===== src/rtl/fetch_stage_pkg.sv =====
// fetch_stage_pkg: shared RV32I types for the fetch stage (word, opcode, fetch FSM state, NOP).
// Ports: none (package only).
package rv32i_types;

   typedef logic [31:0] rv32i_word;

   typedef enum logic [6:0] {
      op_lui   = 7'b0110111,
      op_auipc = 7'b0010111,
      op_jal   = 7'b1101111,
      op_jalr  = 7'b1100111,
      op_br    = 7'b1100011,
      op_load  = 7'b0000011,
      op_store = 7'b0100011,
      op_imm   = 7'b0010011,
      op_reg   = 7'b0110011,
      op_csr   = 7'b1110011
   } rv32i_opcode;

   typedef enum logic [1:0] {IDLE, FETCH, DISCARD} fetch_state_t;

   localparam rv32i_word NOP_INSTR = 32'h0000_0013;

endpackage


===== src/rtl/fetch_stage_if.sv =====
// fetch_stage_if: bundles the instruction-memory handshake, execute redirect and decode handoff.
// Ports (master = fetch stage view):
//   out imem_read, imem_address          read request and its address
//   in  imem_rdata, imem_resp            returned word and one-cycle response strobe
//   in  redirect_valid, redirect_pc      execute-stage PC redirect
//   in  id_ready                         decode accepts the head instruction
//   out id_valid, id_pc, id_instr        head of the instruction buffer
//   out id_opcode, id_funct3, id_funct7  decoded fields of id_instr
interface fetch_stage_if;
   import rv32i_types::*;

   logic        imem_read;
   rv32i_word   imem_address;
   rv32i_word   imem_rdata;
   logic        imem_resp;
   logic        redirect_valid;
   rv32i_word   redirect_pc;
   logic        id_ready;
   logic        id_valid;
   rv32i_word   id_pc;
   rv32i_word   id_instr;
   rv32i_opcode id_opcode;
   logic [2:0]  id_funct3;
   logic [6:0]  id_funct7;

   modport master (
      output imem_read, imem_address, id_valid, id_pc, id_instr, id_opcode, id_funct3, id_funct7,
      input  imem_rdata, imem_resp, redirect_valid, redirect_pc, id_ready
   );

   modport slave (
      input  imem_read, imem_address, id_valid, id_pc, id_instr, id_opcode, id_funct3, id_funct7,
      output imem_rdata, imem_resp, redirect_valid, redirect_pc, id_ready
   );

endinterface


===== src/rtl/fetch_stage_buffer.sv =====
// fetch_buffer: circular FIFO of {pc, instr} pairs between instruction memory and decode.
// Ports:
//   in  clk, rst (sync, active-low)
//   in  push, push_pc, push_instr   write one entry at the tail
//   in  pop                         retire the head entry
//   in  flush                       empty the buffer (wins over push/pop)
//   out head_pc, head_instr         head entry (undefined when count=0)
//   out count                       occupancy 0..DEPTH
module fetch_buffer
   import rv32i_types::*;
#(
   parameter int DEPTH = 2
) (
   input  logic                       clk,
   input  logic                       rst,
   input  logic                       push,
   input  logic                       pop,
   input  logic                       flush,
   input  rv32i_word                  push_pc,
   input  rv32i_word                  push_instr,
   output rv32i_word                  head_pc,
   output rv32i_word                  head_instr,
   output logic [$clog2(DEPTH+1)-1:0] count
);

   localparam int CW = $clog2(DEPTH + 1);
   localparam int PW = $clog2(DEPTH);

   rv32i_word        pc_mem    [DEPTH];
   rv32i_word        instr_mem [DEPTH];
   logic [PW-1:0]    head;
   logic [PW-1:0]    tail;

   assign head_pc    = pc_mem[head];
   assign head_instr = instr_mem[head];

   // Storage needs no reset: an entry is only read after it has been pushed.
   always_ff @(posedge clk) begin
      if (push && !flush) begin
         pc_mem[tail]    <= push_pc;
         instr_mem[tail] <= push_instr;
      end
   end

   // DEPTH is a power of two, so the pointers wrap by plain overflow.
   always_ff @(posedge clk) begin
      if (!rst || flush) begin
         head  <= '0;
         tail  <= '0;
         count <= '0;
      end else begin
         if (push)
            tail <= tail + PW'(1);
         if (pop)
            head <= head + PW'(1);
         count <= count + CW'(push) - CW'(pop);
      end
   end

endmodule


===== src/rtl/fetch_stage.sv =====
// fetch_stage: RV32I instruction fetch; owns the fetch PC, issues imem reads and buffers results for decode.
// Ports:
//   in  clk        rising-edge clock
//   in  rst        synchronous reset, active-low
//   bus (master)   imem handshake, redirect input and decode handoff (see fetch_stage_if)
module fetch_stage
   import rv32i_types::*;
#(
   parameter rv32i_word RESET_PC = 32'h0000_0060,
   parameter int        DEPTH    = 2
) (
   input  logic          clk,
   input  logic          rst,
   fetch_stage_if.master bus
);

   localparam int            CW   = $clog2(DEPTH + 1);
   localparam logic [CW-1:0] FULL = CW'(DEPTH);

   fetch_state_t  state, state_n;
   rv32i_word     fetch_pc, fetch_pc_n;
   rv32i_word     req_addr, req_addr_n;
   rv32i_word     head_pc, head_instr, id_instr, target, pc_inc;
   logic          push, pop, id_valid;
   logic [CW-1:0] count, post_cnt;

   assign target   = bus.redirect_pc & ~32'h3;
   assign pc_inc   = fetch_pc + 32'd4;
   assign id_valid = count != '0;
   // A redirect flushes the buffer, so a same-cycle pop must not also retire the head.
   assign pop      = id_valid && bus.id_ready && !bus.redirect_valid;
   // Occupancy after this cycle's response push; only meaningful in FETCH where count < DEPTH.
   assign post_cnt = count + CW'(1) - CW'(pop);

   fetch_buffer #(.DEPTH(DEPTH)) u_buffer (
      .clk        (clk),
      .rst        (rst),
      .push       (push),
      .pop        (pop),
      .flush      (bus.redirect_valid),
      .push_pc    (req_addr),
      .push_instr (bus.imem_rdata),
      .head_pc    (head_pc),
      .head_instr (head_instr),
      .count      (count)
   );

   always_ff @(posedge clk) begin
      if (!rst) begin
         state    <= IDLE;
         fetch_pc <= RESET_PC;
         req_addr <= RESET_PC;
      end else begin
         state    <= state_n;
         fetch_pc <= fetch_pc_n;
         req_addr <= req_addr_n;
      end
   end

   // req_addr equals fetch_pc whenever a live (non-discarded) request is in flight,
   // so the pushed PC is simply req_addr.
   always_comb begin
      state_n    = state;
      fetch_pc_n = fetch_pc;
      req_addr_n = req_addr;
      push       = 1'b0;
      if (bus.redirect_valid) begin
         fetch_pc_n = target;
         if (state == FETCH && bus.imem_resp)
            req_addr_n = target;
         else if (state == FETCH)
            state_n = DISCARD;
      end else begin
         case (state)
            IDLE: begin
               if (count < FULL) begin
                  req_addr_n = fetch_pc;
                  state_n    = FETCH;
               end
            end
            FETCH: begin
               if (bus.imem_resp) begin
                  push       = 1'b1;
                  fetch_pc_n = pc_inc;
                  if (post_cnt < FULL)
                     req_addr_n = pc_inc;
                  else
                     state_n = IDLE;
               end
            end
            DISCARD: begin
               if (bus.imem_resp) begin
                  req_addr_n = fetch_pc;
                  state_n    = FETCH;
               end
            end
            default: state_n = IDLE;
         endcase
      end
   end

   assign id_instr         = id_valid ? head_instr : NOP_INSTR;
   assign bus.imem_read    = state != IDLE;
   assign bus.imem_address = req_addr;
   assign bus.id_valid     = id_valid;
   assign bus.id_pc        = id_valid ? head_pc : '0;
   assign bus.id_instr     = id_instr;
   assign bus.id_opcode    = rv32i_opcode'(id_instr[6:0]);
   assign bus.id_funct3    = id_instr[14:12];
   assign bus.id_funct7    = id_instr[31:25];

endmodule

===== src/flat_wrapper.sv =====
// flat-port wrapper written by rule: the top's interface ports become plain ports
module fetch_stage_flat import rv32i_types::*;
#(
   parameter rv32i_word RESET_PC = 32'h0000_0060,
   parameter int        DEPTH    = 2
)
  (clk, rst, bus_imem_read, bus_imem_address, bus_id_valid, bus_id_pc, bus_id_instr, bus_id_opcode, bus_id_funct3, bus_id_funct7, bus_imem_rdata, bus_imem_resp, bus_redirect_valid, bus_redirect_pc, bus_id_ready);
  fetch_stage_if bus_i ();
  input  logic clk;
  input  logic rst;
  output wire logic [$bits(bus_i.imem_read)-1:0] bus_imem_read;
  output wire logic [$bits(bus_i.imem_address)-1:0] bus_imem_address;
  output wire logic [$bits(bus_i.id_valid)-1:0] bus_id_valid;
  output wire logic [$bits(bus_i.id_pc)-1:0] bus_id_pc;
  output wire logic [$bits(bus_i.id_instr)-1:0] bus_id_instr;
  output wire logic [$bits(bus_i.id_opcode)-1:0] bus_id_opcode;
  output wire logic [$bits(bus_i.id_funct3)-1:0] bus_id_funct3;
  output wire logic [$bits(bus_i.id_funct7)-1:0] bus_id_funct7;
  input wire logic [$bits(bus_i.imem_rdata)-1:0] bus_imem_rdata;
  input wire logic [$bits(bus_i.imem_resp)-1:0] bus_imem_resp;
  input wire logic [$bits(bus_i.redirect_valid)-1:0] bus_redirect_valid;
  input wire logic [$bits(bus_i.redirect_pc)-1:0] bus_redirect_pc;
  input wire logic [$bits(bus_i.id_ready)-1:0] bus_id_ready;
  assign bus_imem_read = bus_i.imem_read;
  assign bus_imem_address = bus_i.imem_address;
  assign bus_id_valid = bus_i.id_valid;
  assign bus_id_pc = bus_i.id_pc;
  assign bus_id_instr = bus_i.id_instr;
  assign bus_id_opcode = bus_i.id_opcode;
  assign bus_id_funct3 = bus_i.id_funct3;
  assign bus_id_funct7 = bus_i.id_funct7;
  assign bus_i.imem_rdata = bus_imem_rdata;
  assign bus_i.imem_resp = bus_imem_resp;
  assign bus_i.redirect_valid = bus_redirect_valid;
  assign bus_i.redirect_pc = bus_redirect_pc;
  assign bus_i.id_ready = bus_id_ready;
  fetch_stage #(.RESET_PC(RESET_PC), .DEPTH(DEPTH)) u_core (.clk(clk), .rst(rst), .bus(bus_i));
endmodule

===== config.mk =====
export PLATFORM = sky130hd
export DESIGN_NAME = fetch_stage_flat
export DESIGN_NICKNAME = d
export VERILOG_FILES = /design/src/rtl/fetch_stage_pkg.sv /design/src/rtl/fetch_stage_if.sv /design/src/rtl/fetch_stage_buffer.sv /design/src/rtl/fetch_stage.sv /design/src/flat_wrapper.sv
export SDC_FILE = /design/constraint.sdc
export NUM_CORES = 1
export LEC_CHECK = 0
export BUFFER_PORTS_ARGS = -buffer_cell sky130_fd_sc_hd__buf_4
export CORE_ASPECT_RATIO = 2
export CORE_MARGIN = 2
export CORE_UTILIZATION = 30
export CTS_CLUSTER_SIZE = 16
export DETAILED_ROUTE_END_ITERATION = 8
export GPL_ROUTABILITY_DRIVEN = 1
export PLACE_DENSITY_LB_ADDON = 0.12
export SLEW_MARGIN = 20
export SYNTH_ARGS = -nofsm -noshare
export SYNTH_HDL_FRONTEND = slang
export SYNTH_SLANG_ARGS = --single-unit

===== constraint.sdc =====
create_clock -name clk -period 4.9 [get_ports clk]
set_clock_uncertainty 0.2 [all_clocks]
set_input_delay 0.245 -clock clk [delete_from_list [all_inputs] [get_ports clk]]
set_output_delay 0.245 -clock clk [all_outputs]
set_load 0.01 [all_outputs]

==> results.sh, run 1 <==
export IMPL_whs_path_depth=2
export IMPL_cp_end_kind="flop"
export IMPL_drive_above_1_share_pct=24.30
export IMPL_synth_edf_count=124
export IMPL_total_power_w=0.003633
export IMPL_worst_slack_ns=1.944
export IMPL_ir_worst_vdd_mv=0.2313
export IMPL_syn_inst=800
export IMPL_hold_viol_final=0
export IMPL_slew_violations=0
export IMPL_grt_pass1_wl_um=37880
export IMPL_area_growth_pct=29.76
export IMPL_holdPathEnd="u_core.fetch_pc[5]$_SDFFE_PN1P_"
export IMPL_r2r_slack_ns=1.94
export IMPL_cts_root_buffer="clkbuf_16"
export IMPL_drc=0
export IMPL_arrival_ns=2.82
export IMPL_wl_per_cell_um=18.27
export IMPL_viasPerCell=4.919
export IMPL_hpwlAfterDp_um=17410
export IMPL_grt_max_degree=70
export IMPL_die_x_um=126.4
export IMPL_grt_use_total_pct=15.73
export IMPL_critical_path_class="flop to flop"
export IMPL_die_y_um=248.8
export IMPL_powerDensity_nw_per_um2=311.3
export IMPL_crit_fanout=62
export IMPL_firstDrtPassIters=4
export IMPL_grt_pass1_vias=6612
export IMPL_maxCapViolations=0
export IMPL_critPathLaunchType="flop"
export IMPL_place_ws_ns=1.910
export IMPL_post_cts_setup_buffers=0
export IMPL_rsz0062_at_grt="false"
export IMPL_multi_input_area_sq_um=3496
export IMPL_instances_no_fill=1364
export IMPL_hp_start="rst"
export IMPL_ff_latch_area_sq_um=5069
export IMPL_synth_area_leader_cell="edfxtp_1"
export IMPL_synth_area_top_cells="edfxtp_1 41%, dfxtp_1 15%, mux2i_1 7.7%, nor2_1 3.5%, xnor2_1 2.6%"
export IMPL_syn_avg_cell_area_sq_um=11.24
export IMPL_period_needed_ns=2.956
export IMPL_fmax_ghz=0.3383
export IMPL_placementRows=89
export IMPL_final_util_pct=39.54
export IMPL_synth_cell_types=74
export IMPL_synth_cell_area_sq_um=8992
export IMPL_cts_sinks=191
export IMPL_die_area_sq_um=31460
export IMPL_insertion_delay_ns=0.45
export IMPL_routed_via_count=6709
export IMPL_wl_um=24920
export IMPL_gp_congestion=0.8514
export IMPL_critPathRequiredTime_ns=4.77
export IMPL_initial_core_util_pct=30.47
export IMPL_tightest_slew_ns=0.8940
export IMPL_final_common_cell="buf_4"
export IMPL_yosysSeqAreaShare_pct=56.32
export IMPL_ys_flop_type="edfxtp_1"
export IMPL_drt_iter0_markers=354
export IMPL_power_leakage_nw=4.186
export IMPL_ys_seq_elements=191
export IMPL_setup_tns_ns=0
export IMPL_dpl_cell_count=1270
export IMPL_cts_tree="done"
export IMPL_core_region_area_sq_um=29510
export IMPL_ctsLongestPathBuffers=2
export IMPL_n_antenna_cell=0
export IMPL_mostFrequentLayoutCells="186 x buf_4, 124 x edfxtp_1, 83 x nor2_1"
export IMPL_min_period_over_period_pct=60.32
export IMPL_setup_viol=0
export IMPL_rr_endpoint="u_core.u_buffer.instr_mem[0][7]$_DFFE_PP_"
export IMPL_cts_htree_levels=4
export IMPL_reg2reg_depth=4
export IMPL_rr_startpoint="u_core.state[0]$_SDFFE_PN0P_"
export IMPL_final_fill_count=2911
export IMPL_status="completed"
export IMPL_ioPinCount=184
export IMPL_cts_made_buffers=17
export IMPL_antenna_found_initial=0
export IMPL_yosys_area_top_type_share_pct=41.41
export IMPL_grt_overflow=0
export IMPL_nets=1060
export IMPL_ant_nets=0
export IMPL_relSlewSlack_pct=40.40
export IMPL_hold_class="input port to flop"
export IMPL_synthArstFlopShare_pct=0
export IMPL_clkTransAtPathRegs_ns=0.07
export IMPL_ys_warn_count=0
export IMPL_numPortBuffers=177
[worst max-delay path, stage by stage (launching register included)]
cell and delay, ns:
dfxtp_1 0.69, and3b_1 0.60, nand2_1 0.22, nor2_4 0.12
buf_4 0.67
[worst max path at each step]
stage | endpoint | slack, ns | cells after the start | from
after CTS | u_core.u_buffer.instr_mem[1][21]$_DFFE_PP_ | 1.90 | 3 | u_core.state[0]$_SDFFE_PN0P_
after detailed placement | u_core.u_buffer.instr_mem[1][4]$_DFFE_PP_ | 1.91 | 3 | u_core.state[0]$_SDFFE_PN0P_
after floorplan | u_core.u_buffer.instr_mem[0][0]$_DFFE_PP_ | 0.42 | 6 | bus_redirect_valid
after global routing | u_core.u_buffer.instr_mem[1][7]$_DFFE_PP_ | 1.74 | 3 | u_core.state[0]$_SDFFE_PN0P_
final | u_core.u_buffer.instr_mem[0][7]$_DFFE_PP_ | 1.94 | 4 | u_core.state[0]$_SDFFE_PN0P_
after global placement | u_core.u_buffer.instr_mem[1][30]$_DFFE_PP_ | 1.91 | 3 | u_core.state[0]$_SDFFE_PN0P_
[metal layers]
layer	share of wire [%]	global-route usage [%]	wire length, um	up-vias
li1	-	-	-	3313
met1	39	17.33	9722	3189
met2	54	28.28	13390	166
met3	3.2	3.050	808	41
met4	4.0	7.943	1003	0
met5	0	0	0	-
[registers in the layout (all words and copies together), names as in the netlist, named ones only]
signal / cells
u_core.u_buffer.instr_mem: 64
u_core.bus.imem_address: 30
u_core.fetch_pc: 30
u_core.u_buffer.count: 2
u_core.u_buffer.head: 1
u_core.state: 2
u_core.u_buffer.tail: 1
u_core.u_buffer.pc_mem: 60
[cell families (layout without fill, tap and decap cells)]
kind of cell / count (synthesis) / count (layout) / synth area share (%)
simple gates: 251 / 251 / 14.80
flops: 191 / 191 / 56.32
compound gates: 155 / 155 / 11.54
buf+inv: 88 / 285 / 5.106
mux: 69 / 69 / 7.681
xor+xnor: 42 / 42 / 4.091
fa+ha+maj: 3 / 3 / 0.4175
other cells: 1 / 4 / 0.04170
[synth_stat cells (all sizes together) (4+ instances only)]
master	count
dfxtp	67
nand4	22
o311ai	4
buf	53
nand3	26
a21oi	44
or3	8
and4	5
nand2b	6
o31ai	6
clkbuf	30
nand2	41
nor3	14
a31oi	7
o21ai	46
nor4	8
edfxtp	124
inv	5
and2	5
xor2	15
xnor2	27
and3	11
or4	5
mux2i	69
o21a	5
nand3b	4
nor2	87
a32o	12
[stage by stage]
step / cell area [sq um] / hold WS [ns]
CTS: 11670 / 0.02862
floorplan: 9004 / 0.1439
global placement: 10440 / 0.2307
detailed placement: 10440 / 0.2327
finish: 11670 / 0.05928
global route: 11670 / 0.07819
[timing repair]
action	4_1_cts	5_1_grt
hold endpoints to repair	103	0
gates resized for setup	0	0
hold buffers	63	0
[cell type report]
| type | count | area share [%] |
|---|---|---|
| inverters | 5 | 0.1608 |
| flip-flops and latches | 191 | 43.44 |
| repair buffers | 249 | 17.37 |
| clock buffers | 22 | 4.257 |
| well taps | 364 | 3.903 |
| multi-input cells | 524 | 29.96 |
| clock inverters | 9 | 0.9114 |
[where the power goes]
part	internal (W)	leakage (nW)	switching (W)
Clock	0.000821	0.290	0.000592
Sequential	0.00177	1.68	0.0000752
Combinational	0.000184	2.22	0.000187
(Power assumes the default switching activity.)
==> run 2, diff against run 1 <==
==> constraint.sdc (replaced) <==
create_clock -name clk -period 2.6 [get_ports clk]
set_clock_uncertainty 0.2 [all_clocks]
set_input_delay 0.13 -clock clk [delete_from_list [all_inputs] [get_ports clk]]
set_output_delay 0.13 -clock clk [all_outputs]
set_load 0.01 [all_outputs]
==> results.sh, run 2 (synthesis gave the netlist of run 1 again) <==
export IMPL_mostFrequentLayoutCells="219 x buf_4, 124 x edfxtp_1, 83 x nor2_1"
export IMPL_cts_sinks=191
export IMPL_min_period_over_period_pct=95.20
export IMPL_multi_input_area_sq_um=3496
export IMPL_fmax_ghz=0.4040
export IMPL_numPortBuffers=177
export IMPL_grt_use_total_pct=16.45
export IMPL_post_cts_setup_buffers=0
export IMPL_drc=0
export IMPL_final_fill_count=2857
export IMPL_nets=1111
export IMPL_die_area_sq_um=31460
export IMPL_placementRows=89
export IMPL_largest_register_ffs=64
export IMPL_arrival_ns=2.66
export IMPL_dpl_cell_count=1310
export IMPL_crit_family="buffers and inverters"
export IMPL_core_region_area_sq_um=29510
export IMPL_stdcell_area_sq_um=12220
export IMPL_period_needed_ns=2.475
export IMPL_tightest_slew_ns=0.7172
export IMPL_powerDensity_nw_per_um2=584.5
export IMPL_hold_class="input port to flop"
export IMPL_clkTransAtPathRegs_ns=0.07
export IMPL_cts_root_buffer="clkbuf_16"
export IMPL_ctsLongestPathBuffers=2
export IMPL_cp_slowest_stage_delay_ns=0.55
export IMPL_grt_pass1_wl_um=39530
export IMPL_drt_iter0_markers=239
export IMPL_die_x_um=126.4
export IMPL_status="completed"
export IMPL_crit_path_top_delay_cell="dlygate4sd3_1"
export IMPL_critical_path_class="input port to flop"
export IMPL_hold_viol_final=0
export IMPL_maxCapViolations=0
export IMPL_crit_chain="dlygate4sd3_1 -> buf_4 -> buf_4 -> nand2b_1 -> a21bo_2 -> o21ai_0 -> a221o_1 -> a21oi_1 -> dlygate4sd3_1"
export IMPL_hpwlAfterDp_um=18420
export IMPL_ir_worst_vdd_mv=0.4481
export IMPL_initial_core_util_pct=30.47
export IMPL_slew_violations=0
export IMPL_cp_end_kind="flop"
export IMPL_wl_per_cell_um=18.49
export IMPL_cts_made_buffers=17
export IMPL_crit_fanout=22
export IMPL_setup_tns_ns=0
export IMPL_grt_max_degree=60
export IMPL_wl_um=26180
export IMPL_ant_nets=0
export IMPL_grt_overflow=0
export IMPL_antenna_found_initial=0
export IMPL_die_y_um=248.8
export IMPL_critPathRequiredTime_ns=2.79
export IMPL_relSlewSlack_pct=52.18
export IMPL_setup_viol=0
export IMPL_viasPerCell=4.944
export IMPL_cp_num_buf_inv=4
export IMPL_cts_htree_levels=4
export IMPL_power_leakage_nw=4.475
export IMPL_r2r_slack_ns=0.22
export IMPL_firstDrtPassIters=4
export IMPL_grt_pass1_vias=6939
export IMPL_layout_top_registers="u_core.u_buffer.instr_mem: 64 flops, u_core.u_buffer.pc_mem: 60 flops"
export IMPL_n_antenna_cell=0
export IMPL_routed_via_count=7000
export IMPL_critPathLaunchType="input port"
export IMPL_gp_congestion=0.8062
export IMPL_rsz0062_at_grt="false"
export IMPL_area_growth_pct=35.90
export IMPL_drive_above_1_share_pct=27.19
export IMPL_top_register="u_core.u_buffer.instr_mem"
export IMPL_final_util_pct=41.41
export IMPL_post_dp_cell_area_sq_um=10820
export IMPL_final_common_cell="buf_4"
export IMPL_cts_tree="done"
export IMPL_instances_no_fill=1416
export IMPL_ioPinCount=184
export IMPL_ff_latch_area_sq_um=5074
export IMPL_insertion_delay_ns=0.44
[run 2: final timing paths]
check / startpoint / endpoint / cells past startpoint
worst max-delay path: bus_redirect_valid / u_core.state[0]$_SDFFE_PN0P_ / 9
worst min-delay path: bus_imem_rdata[29] / u_core.u_buffer.instr_mem[1][29]$_DFFE_PP_ / 2
worst max register to register: u_core.fetch_pc[3]$_SDFFE_PN0P_ / u_core.fetch_pc[6]$_SDFFE_PN1P_ / 8
worst min register to register: u_core.bus.imem_address[2]$_SDFFE_PN0P_ / u_core.u_buffer.pc_mem[0][2]$_DFFE_PP_ / 0
[run 2: power by group]
group	internal [W]	switching, W
Sequential	0.00334	0.000128
Combinational	0.000397	0.000382
Clock	0.00175	0.00114
[run 2: final cells by class]
class                   count  share of cell area [%]
clock buffers              24                   4.116
well taps                 364                   3.727
inverters                   5                  0.1536
clock inverters             8                   1.218
repair buffers            300                   20.66
multi-input cells         524                   28.61
flip-flops and latches    191                   41.52
[run 2: repair_timing]
action	in CTS	in global routing
hold endpoints to repair	121	0
resized for setup	0	2
hold buffers	74	0
setup endpoints to repair	0	2
[run 2: per-stage QoR]
stage	setup WS [ns]	hold WS [ns]	total power [W]
final	0.1248	0.2245	0.007143
after global routing	0.007558	0.2100	0.007403
after CTS	0.1131	0.1921	0.007233
after detailed placement	0.2656	0.1176	0.004235
after global placement	0.2766	0.1154	0.004225
after floorplan	0.002802	0.02887	0.003871
[run 2: layer usage]
metal / share of wire, % / track usage (%) / routed length (um) / vias up
met5: 0 / 0 / 0 / -
met4: 2.8 / 6.405 / 740 / 0
met3: 4.0 / 3.093 / 1051 / 33
met2: 56 / 31.66 / 14700 / 182
met1: 37 / 17.14 / 9688 / 3355
li1: - / - / - / 3430
